==> src/rtl/cla_pipe_adder_if.sv <==
// Handshake and data bundle for the pipelined carry-lookahead adder.
// The master drives operands and out_ready; the slave returns the result side.
interface cla_pipe_adder_if #(
  parameter int unsigned WIDTH = 32
);
  logic             in_valid;
  logic             in_ready;
  logic [WIDTH-1:0] a;
  logic [WIDTH-1:0] b;
  logic             cin;
  logic             sub;
  logic             out_valid;
  logic             out_ready;
  logic [WIDTH-1:0] sum;
  logic             cout;
  logic             ovf;
  logic [WIDTH-1:0] carry;

  modport master (
    output in_valid, a, b, cin, sub, out_ready,
    input  in_ready, out_valid, sum, cout, ovf, carry
  );

  modport slave (
    input  in_valid, a, b, cin, sub, out_ready,
    output in_ready, out_valid, sum, cout, ovf, carry
  );
endinterface

==> src/rtl/cla_pipe_adder.sv <==
// Two-stage pipelined carry-lookahead adder/subtractor with valid/ready flow control.
// Stage 1 holds bit and group propagate/generate; stage 2 holds carries and sum.
module cla_pipe_adder #(
  parameter int unsigned WIDTH = 32,
  parameter int unsigned GROUP = 4
) (
  input logic              clk,
  input logic              rst,
  cla_pipe_adder_if.slave  bus
);

  localparam int unsigned NG = WIDTH / GROUP;

  if (GROUP < 1 || GROUP > 8 || WIDTH < 2 || (WIDTH % GROUP) != 0) begin : g_param_err
    $error("cla_pipe_adder: WIDTH must be >= 2 and a multiple of GROUP, GROUP in 1..8");
  end

  // Sum-of-products lookahead: carry into position n of a propagate/generate
  // chain fed by c0. Every term is a flat AND, so no carry ripples.
  function automatic logic la_carry(logic [WIDTH-1:0] pv, logic [WIDTH-1:0] gv, logic c0,
                                    int unsigned n);
    logic r;
    logic t;
    r = c0;
    for (int unsigned m = 0; m < n; m++) r &= pv[m];
    for (int unsigned k = 0; k < n; k++) begin
      t = gv[k];
      for (int unsigned m = k + 1; m < n; m++) t &= pv[m];
      r |= t;
    end
    return r;
  endfunction

  logic             accept, s1_load, s2_load;
  logic [WIDTH-1:0] b_eff, p_c, g_c;
  logic [NG-1:0]    pg_c, gg_c;
  logic [WIDTH-1:0] p_d, p_q, g_d, g_q;
  logic [NG-1:0]    pg_d, pg_q, gg_d, gg_q;
  logic             c0_d, c0_q;
  logic             s1_valid_d, s1_valid_q;
  logic [NG-1:0]    gc;
  logic [WIDTH-1:0] carry_c, sum_c;
  logic [WIDTH-1:0] carry_d, carry_q, sum_d, sum_q;
  logic             s2_valid_d, s2_valid_q;

  always_comb begin : flow_comb
    s2_load = !s2_valid_q || bus.out_ready;
    s1_load = !s1_valid_q || s2_load;
    accept  = bus.in_valid && s1_load;
  end

  always_comb begin : stage1_comb
    b_eff = bus.b ^ {WIDTH{bus.sub}};
    p_c   = bus.a ^ b_eff;
    g_c   = bus.a & b_eff;
    pg_c  = '0;
    gg_c  = '0;
    for (int unsigned j = 0; j < NG; j++) begin
      pg_c[j] = &p_c[j*GROUP +: GROUP];
      gg_c[j] = la_carry(WIDTH'(p_c[j*GROUP +: GROUP]), WIDTH'(g_c[j*GROUP +: GROUP]), 1'b0,
                         GROUP);
    end
    s1_valid_d = s1_load ? accept : s1_valid_q;
    p_d        = accept ? p_c : p_q;
    g_d        = accept ? g_c : g_q;
    pg_d       = accept ? pg_c : pg_q;
    gg_d       = accept ? gg_c : gg_q;
    c0_d       = accept ? (bus.cin ^ bus.sub) : c0_q;
  end

  always_comb begin : stage2_comb
    gc      = '0;
    carry_c = '0;
    for (int unsigned j = 0; j < NG; j++) begin
      gc[j] = la_carry(WIDTH'(pg_q), WIDTH'(gg_q), c0_q, j);
    end
    for (int unsigned j = 0; j < NG; j++) begin
      for (int unsigned k = 0; k < GROUP; k++) begin
        carry_c[j*GROUP+k] = la_carry(WIDTH'(p_q[j*GROUP +: GROUP]),
                                      WIDTH'(g_q[j*GROUP +: GROUP]), gc[j], k + 1);
      end
    end
    sum_c = p_q ^ {carry_c[WIDTH-2:0], c0_q};
    // Result registers only move when a real transaction advances; otherwise they hold.
    s2_valid_d = s2_load ? s1_valid_q : s2_valid_q;
    carry_d    = (s2_load && s1_valid_q) ? carry_c : carry_q;
    sum_d      = (s2_load && s1_valid_q) ? sum_c : sum_q;
  end

  always_ff @(posedge clk) begin
    if (rst) begin
      s1_valid_q <= 1'b0;
      p_q        <= '0;
      g_q        <= '0;
      pg_q       <= '0;
      gg_q       <= '0;
      c0_q       <= 1'b0;
      s2_valid_q <= 1'b0;
      carry_q    <= '0;
      sum_q      <= '0;
    end else begin
      s1_valid_q <= s1_valid_d;
      p_q        <= p_d;
      g_q        <= g_d;
      pg_q       <= pg_d;
      gg_q       <= gg_d;
      c0_q       <= c0_d;
      s2_valid_q <= s2_valid_d;
      carry_q    <= carry_d;
      sum_q      <= sum_d;
    end
  end

  assign bus.in_ready  = s1_load;
  assign bus.out_valid = s2_valid_q;
  assign bus.sum       = sum_q;
  assign bus.carry     = carry_q;
  assign bus.cout      = carry_q[WIDTH-1];
  assign bus.ovf       = carry_q[WIDTH-1] ^ carry_q[WIDTH-2];

endmodule

==> src/flat_wrapper.sv <==
// flat-port wrapper written by rule: the top's interface ports become plain ports
module cla_pipe_adder_flat 
#(
  parameter int unsigned WIDTH = 32,
  parameter int unsigned GROUP = 4
)
  (clk, rst, bus_in_valid, bus_a, bus_b, bus_cin, bus_sub, bus_out_ready, bus_in_ready, bus_out_valid, bus_sum, bus_cout, bus_ovf, bus_carry);
  cla_pipe_adder_if #(.WIDTH(WIDTH)) bus_i ();
  input logic clk;
  input logic rst;
  input wire logic [$bits(bus_i.in_valid)-1:0] bus_in_valid;
  input wire logic [$bits(bus_i.a)-1:0] bus_a;
  input wire logic [$bits(bus_i.b)-1:0] bus_b;
  input wire logic [$bits(bus_i.cin)-1:0] bus_cin;
  input wire logic [$bits(bus_i.sub)-1:0] bus_sub;
  input wire logic [$bits(bus_i.out_ready)-1:0] bus_out_ready;
  output wire logic [$bits(bus_i.in_ready)-1:0] bus_in_ready;
  output wire logic [$bits(bus_i.out_valid)-1:0] bus_out_valid;
  output wire logic [$bits(bus_i.sum)-1:0] bus_sum;
  output wire logic [$bits(bus_i.cout)-1:0] bus_cout;
  output wire logic [$bits(bus_i.ovf)-1:0] bus_ovf;
  output wire logic [$bits(bus_i.carry)-1:0] bus_carry;
  assign bus_i.in_valid = bus_in_valid;
  assign bus_i.a = bus_a;
  assign bus_i.b = bus_b;
  assign bus_i.cin = bus_cin;
  assign bus_i.sub = bus_sub;
  assign bus_i.out_ready = bus_out_ready;
  assign bus_in_ready = bus_i.in_ready;
  assign bus_out_valid = bus_i.out_valid;
  assign bus_sum = bus_i.sum;
  assign bus_cout = bus_i.cout;
  assign bus_ovf = bus_i.ovf;
  assign bus_carry = bus_i.carry;
  cla_pipe_adder #(.WIDTH(WIDTH), .GROUP(GROUP)) u_core (.clk(clk), .rst(rst), .bus(bus_i));
endmodule
==> config.mk <==
export PLATFORM = sky130hd
export DESIGN_NAME = cla_pipe_adder_flat
export DESIGN_NICKNAME = d
export VERILOG_FILES = /design/src/rtl/cla_pipe_adder_if.sv /design/src/rtl/cla_pipe_adder.sv /design/src/flat_wrapper.sv
export SDC_FILE = /design/constraint.sdc
export NUM_CORES = 1
export LEC_CHECK = 0
export ABC_AREA = 1
export BUFFER_PORTS_ARGS = -buffer_cell sky130_fd_sc_hd__clkbuf_2
export CAP_MARGIN = 20
export CELL_PAD_IN_SITES_DETAIL_PLACEMENT = 1
export CELL_PAD_IN_SITES_GLOBAL_PLACEMENT = 1
export CORE_UTILIZATION = 36
export DETAILED_ROUTE_END_ITERATION = 10
export PLACE_DENSITY = 0.76
export SYNTH_ARGS = -nofsm -noshare
export SYNTH_HDL_FRONTEND = slang
export SYNTH_SLANG_ARGS = --single-unit
==> constraint.sdc <==
create_clock -name clk -period 1.7 [get_ports clk]
set_clock_uncertainty 0.05 [all_clocks]
set_input_delay 0.085 -clock clk [delete_from_list [all_inputs] [get_ports clk]]
set_output_delay 0.085 -clock clk [all_outputs]
set_load 0.03 [all_outputs]
==> Flow_metrics.wiki <==
{| class="wikitable"
! Metric !! Value
|-
| Result of the run || finished, violations left
|-
| Violations in the final reports || setup timing
|-
| TritonCTS Buffers || 17
|-
| Via Count || 6605
|-
| Register bit count reported by yosys || 145
|-
| Class of the worst hold path || in -> reg
|-
| CTS clk-pin slew, worst paths || 60 ps
|-
| Required time at the worst-slack endpoint || around 2000 ps
|-
| Share of synthesized flip-flops with an asynchronous set or reset || 0%
|-
| Post-synth EDFFs || 0
|-
| Layout-stage area growth over the synthesis result || 36.6%
|-
| Timing endpoint of the critical path || u_core.bus.sum[16]$_SDFFE_PP0P_
|-
| Sequential area share after synthesis || 42.1%
|-
| Multi-input gate area in the final layout || approximately 3700 sq um
|-
| Global-route wire length before repair || 34700 um
|-
| Layout net count || around 1200
|-
| Final Hold Violating Endpoints || 0
|-
| Basic-gate share of the synthesized area counting and, or, nand and nor cells || 17.0%
|-
| Largest cells by area after synthesis || sky130_fd_sc_hd__dfxtp_1 42%, sky130_fd_sc_hd__nor2_1 6.9%, sky130_fd_sc_hd__o21ai_0 6.8%
|-
| Slowest cell on the critical path || sky130_fd_sc_hd__dfxtp_2
|-
| Final Routed Wirelength || 22200 um
|-
| Setup slack of the critical path after layout || -244 ps
|-
| First DRT Iteration DRCs || 343
|-
| Synthesized-area fraction occupied by xor and xnor cells || 7.11%
|-
| RePlAce Congestion || 0.806
|-
| Syn_area_per_cell || about 7.6 sq um
|-
| Overall die width || between 100 and 150 um
|-
| Synthesized-area fraction occupied by ao, oa, aoi and oai cells || approximately 18%
|-
| Clock sink count || approximately 150
|-
| Number of rows created at floorplan || 50
|-
| Fraction of the cycle the final worst path needs || 114%
|-
| Library cell with the highest instance count after synthesis || sky130_fd_sc_hd__dfxtp_1
|-
| Antenna violations before repair || 1
|-
| Largest family of logic cells by synthesized area || compound AO/OA/AOI/OAI gates
|-
| Share of cells above drive strength 1 || 31.6%
|-
| Worst-skew pair later-pin latency || 430 ps
|-
| CTS tree || built
|-
| Origin of the worst setup path || u_core.c0_q$_SDFFE_PP0P_
|-
| Routed len/inst || 16.7 um
|-
| Unrepaired setup endpoints after global routing || true
|-
| Number of global-route vias before repair || about 6700
|-
| R2r endpoint || u_core.bus.sum[16]$_SDFFE_PP0P_
|-
| Clock Tree Root || sky130_fd_sc_hd__clkbuf_16
|-
| Mux share of post-synthesis cell area || 0%
|-
| Pre-CTS setup slack || -223 ps
|-
| Global-route usage over all layers || 22.7%
|-
| Cell-by-cell listing of the critical path || a21o_1 -> nand2_1 -> nand2_2 -> a21o_1 -> nand2_1 -> nand2_2 -> a21oi_4 -> o21ai_4 -> a21oi_4 -> xor2_1 -> o21ai_1 -> inv_1
|-
| Placeable core region || 18800 sq um
|-
| Type of the worst setup path || reg -> reg
|-
| Fraction of the mapped netlist area in adder cells || 5.98%
|-
| Total Power || 0.00996 W
|-
| Number of iterations in the first detailed-routing pass || 4
|-
| Congestion Overflow GR || 0
|-
| Summed negative setup slack over all endpoints || -6410 ps
|-
| Worst r2r src || u_core.c0_q$_SDFFE_PP0P_
|-
| Number of input and output port buffers inserted || 137
|-
| DRC violations left || 0
|-
| Pins Over Slew Limit || 0
|-
| Number of top-level pins || 138
|-
| Maximum number of pins on one net before global-route repair || 107
|-
| Yosys Warn Count || 0
|-
| Largest buffer count on any clock path || 2
|-
| Startpoint Class || register
|-
| Fillcell total || 2296
|-
| Register-to-register setup slack || -240 ps
|-
| H-tree lvl count || 4
|-
| Static Leakage || 4.54 nW
|-
| Final non-filler cell total || 1330
|-
| Placed Cells || 1266
|-
| Number of routed nets with antenna violations || 0
|-
| Largest incremental delay on the critical path || 330 ps
|-
| Largest vdd supply drop || 0.622 mV
|-
| Cell depth of the worst flop-to-flop path || 12
|-
| PwrDens || between 1000 and 1500 nW/um^2
|-
| Vert. Die Dim || approximately 140 um
|-
| Detailed Place HPWL || 14800 um
|-
| Endpoints failing setup || 45
|-
| Achievable frequency || between 500 and 600 MHz
|-
| Number of nets produced by synthesis || 1005
|-
| Cell count after synthesis || 902
|-
| Area share of the leading cell type in the synthesized netlist || 42.1%
|-
| Arrival time worst endpoint || 2210 ps
|-
| Worst Tran Pin Value || 522 ps
|-
| Synth area leader || sky130_fd_sc_hd__dfxtp_1
|-
| Mapped cell area || between 6000 and 7000 sq um
|-
| Sequential standard cell area || 2920 sq um
|-
| Crit path capture type || register
|-
| Maxcap violations || 0
|-
| Relative slew slack || 65.2%
|-
| Initial Util || 36.8%
|-
| Shortest clock period the worst path allows after layout || 1940 ps
|-
| Die outline area || 19700 sq um
|-
| Top cells by count, synth || 145 x sky130_fd_sc_hd__dfxtp_1, 126 x sky130_fd_sc_hd__nor2_1, 108 x sky130_fd_sc_hd__nand2_1
|-
| Largest driver fanout on the critical path || 3
|-
| Primary FF master, synth || sky130_fd_sc_hd__dfxtp_1
|-
| Vias per Instance || 4.97
|-
| Number of distinct library cell variants in the gate-level netlist after synthesis || 32
|-
| Final Util || 50.2%
|}
cell usage in the layout, fill, tap and decap left out, drive strengths merged, types with 33 or more instances in the layout:
master  count
a21oi      79
buf        73
clkbuf    156
dfxtp     145
ha         33
inv       113
nand2     113
nor2      126
o21ai     103
xor2       52
worst max-delay path: cells and delay by family, from the launching register on:
kind                      cells  cell delay [ps]
xor gates and xnor gates      1               90
DFF                           1              330
buffers and inverters         1               60
AOI/OAI and AO/OA             6              980
and+or+nand+nor               4              330
logic make-up after synthesis:
| logic type | count (synthesis) |
|---|---|
| AND/OR/NAND/NOR | 288 |
| AO/OA/AOI/OAI | 216 |
| buffers and inverters | 164 |
| flip-flops | 145 |
| XOR/XNOR | 56 |
| adder cells (fa/ha/maj) | 33 |
registers in the layout, summed over array words and instances, names as in the netlist:
signal and flops:
u_core.pg_q 7, u_core.p_q 32, u_core.bus.sum 32, u_core.bus.out_valid 1, u_core.gg_q 7, u_core.c0_q 1
u_core.bus.carry 32, u_core.g_q 32, u_core.s1_valid_q 1
metrics by stage:
stage / hold WS [ps] / instance area, sq um
5_1_grt: 52.2 / 9420
3_3_place_gp: 337 / 8080
6_report: 30.5 / 9420
2_1_floorplan: 235 / 6910
3_5_place_dp: 352 / 8080
4_1_cts: 25.7 / 9110
cell type report:
| cell class | count | share of cell area (%) |
|---|---|---|
| inverters | 112 | 4.46 |
| repair buffers | 213 | 15.2 |
| clock buffers | 19 | 4.81 |
| diodes | 1 | 0.0266 |
| multi-input cells | 593 | 39.5 |
| clock inverters | 13 | 1.95 |
| well taps | 234 | 3.11 |
| flip-flops and latches | 145 | 31.0 |
worst min-delay path by stage:
stage                       start                           endpoint  slack [ps]  depth (start not counted)
detailed placement  bus_out_ready  u_core.bus.out_valid$_SDFFE_PP0P_         350                          4
global route            bus_a[28]        u_core.p_q[28]$_SDFFE_PP0P_          50                          4
global placement    bus_out_ready  u_core.bus.out_valid$_SDFFE_PP0P_         340                          4
floorplan           bus_out_ready  u_core.bus.out_valid$_SDFFE_PP0P_         240                          3
CTS                     bus_a[28]        u_core.p_q[28]$_SDFFE_PP0P_          30                          4
finish                  bus_a[28]        u_core.p_q[28]$_SDFFE_PP0P_          30                          4
metal layers:
| layer | vias up | wire [um] | global-route usage (%) |
|---|---|---|---|
| met2 | 128 | 10700 | 38.1 |
| li1 | 3279 | - | - |
| met5 | - | 0 | 0 |
| met1 | 3177 | 10400 | 29.5 |
| met4 | 0 | 306 | 7.17 |
| met3 | 21 | 825 | 4.03 |
power breakdown:
group          internal (W)  leakage [nW]  switching [W]
Sequential          0.00366          1.20       0.000220
Combinational      0.000797          3.04        0.00123
Clock               0.00253         0.305        0.00153
Total               0.00699          4.54        0.00298
timing repair:
item | CTS | global route
hold endpoints to repair | 3 | 0
setup buffers | 20 | 13
pin swaps | 34 | 34
hold buffers | 3 | 0
gates resized for setup | 76 | 64
setup endpoints to repair | 43 | 55
Power figures use the tool's default switching activity.
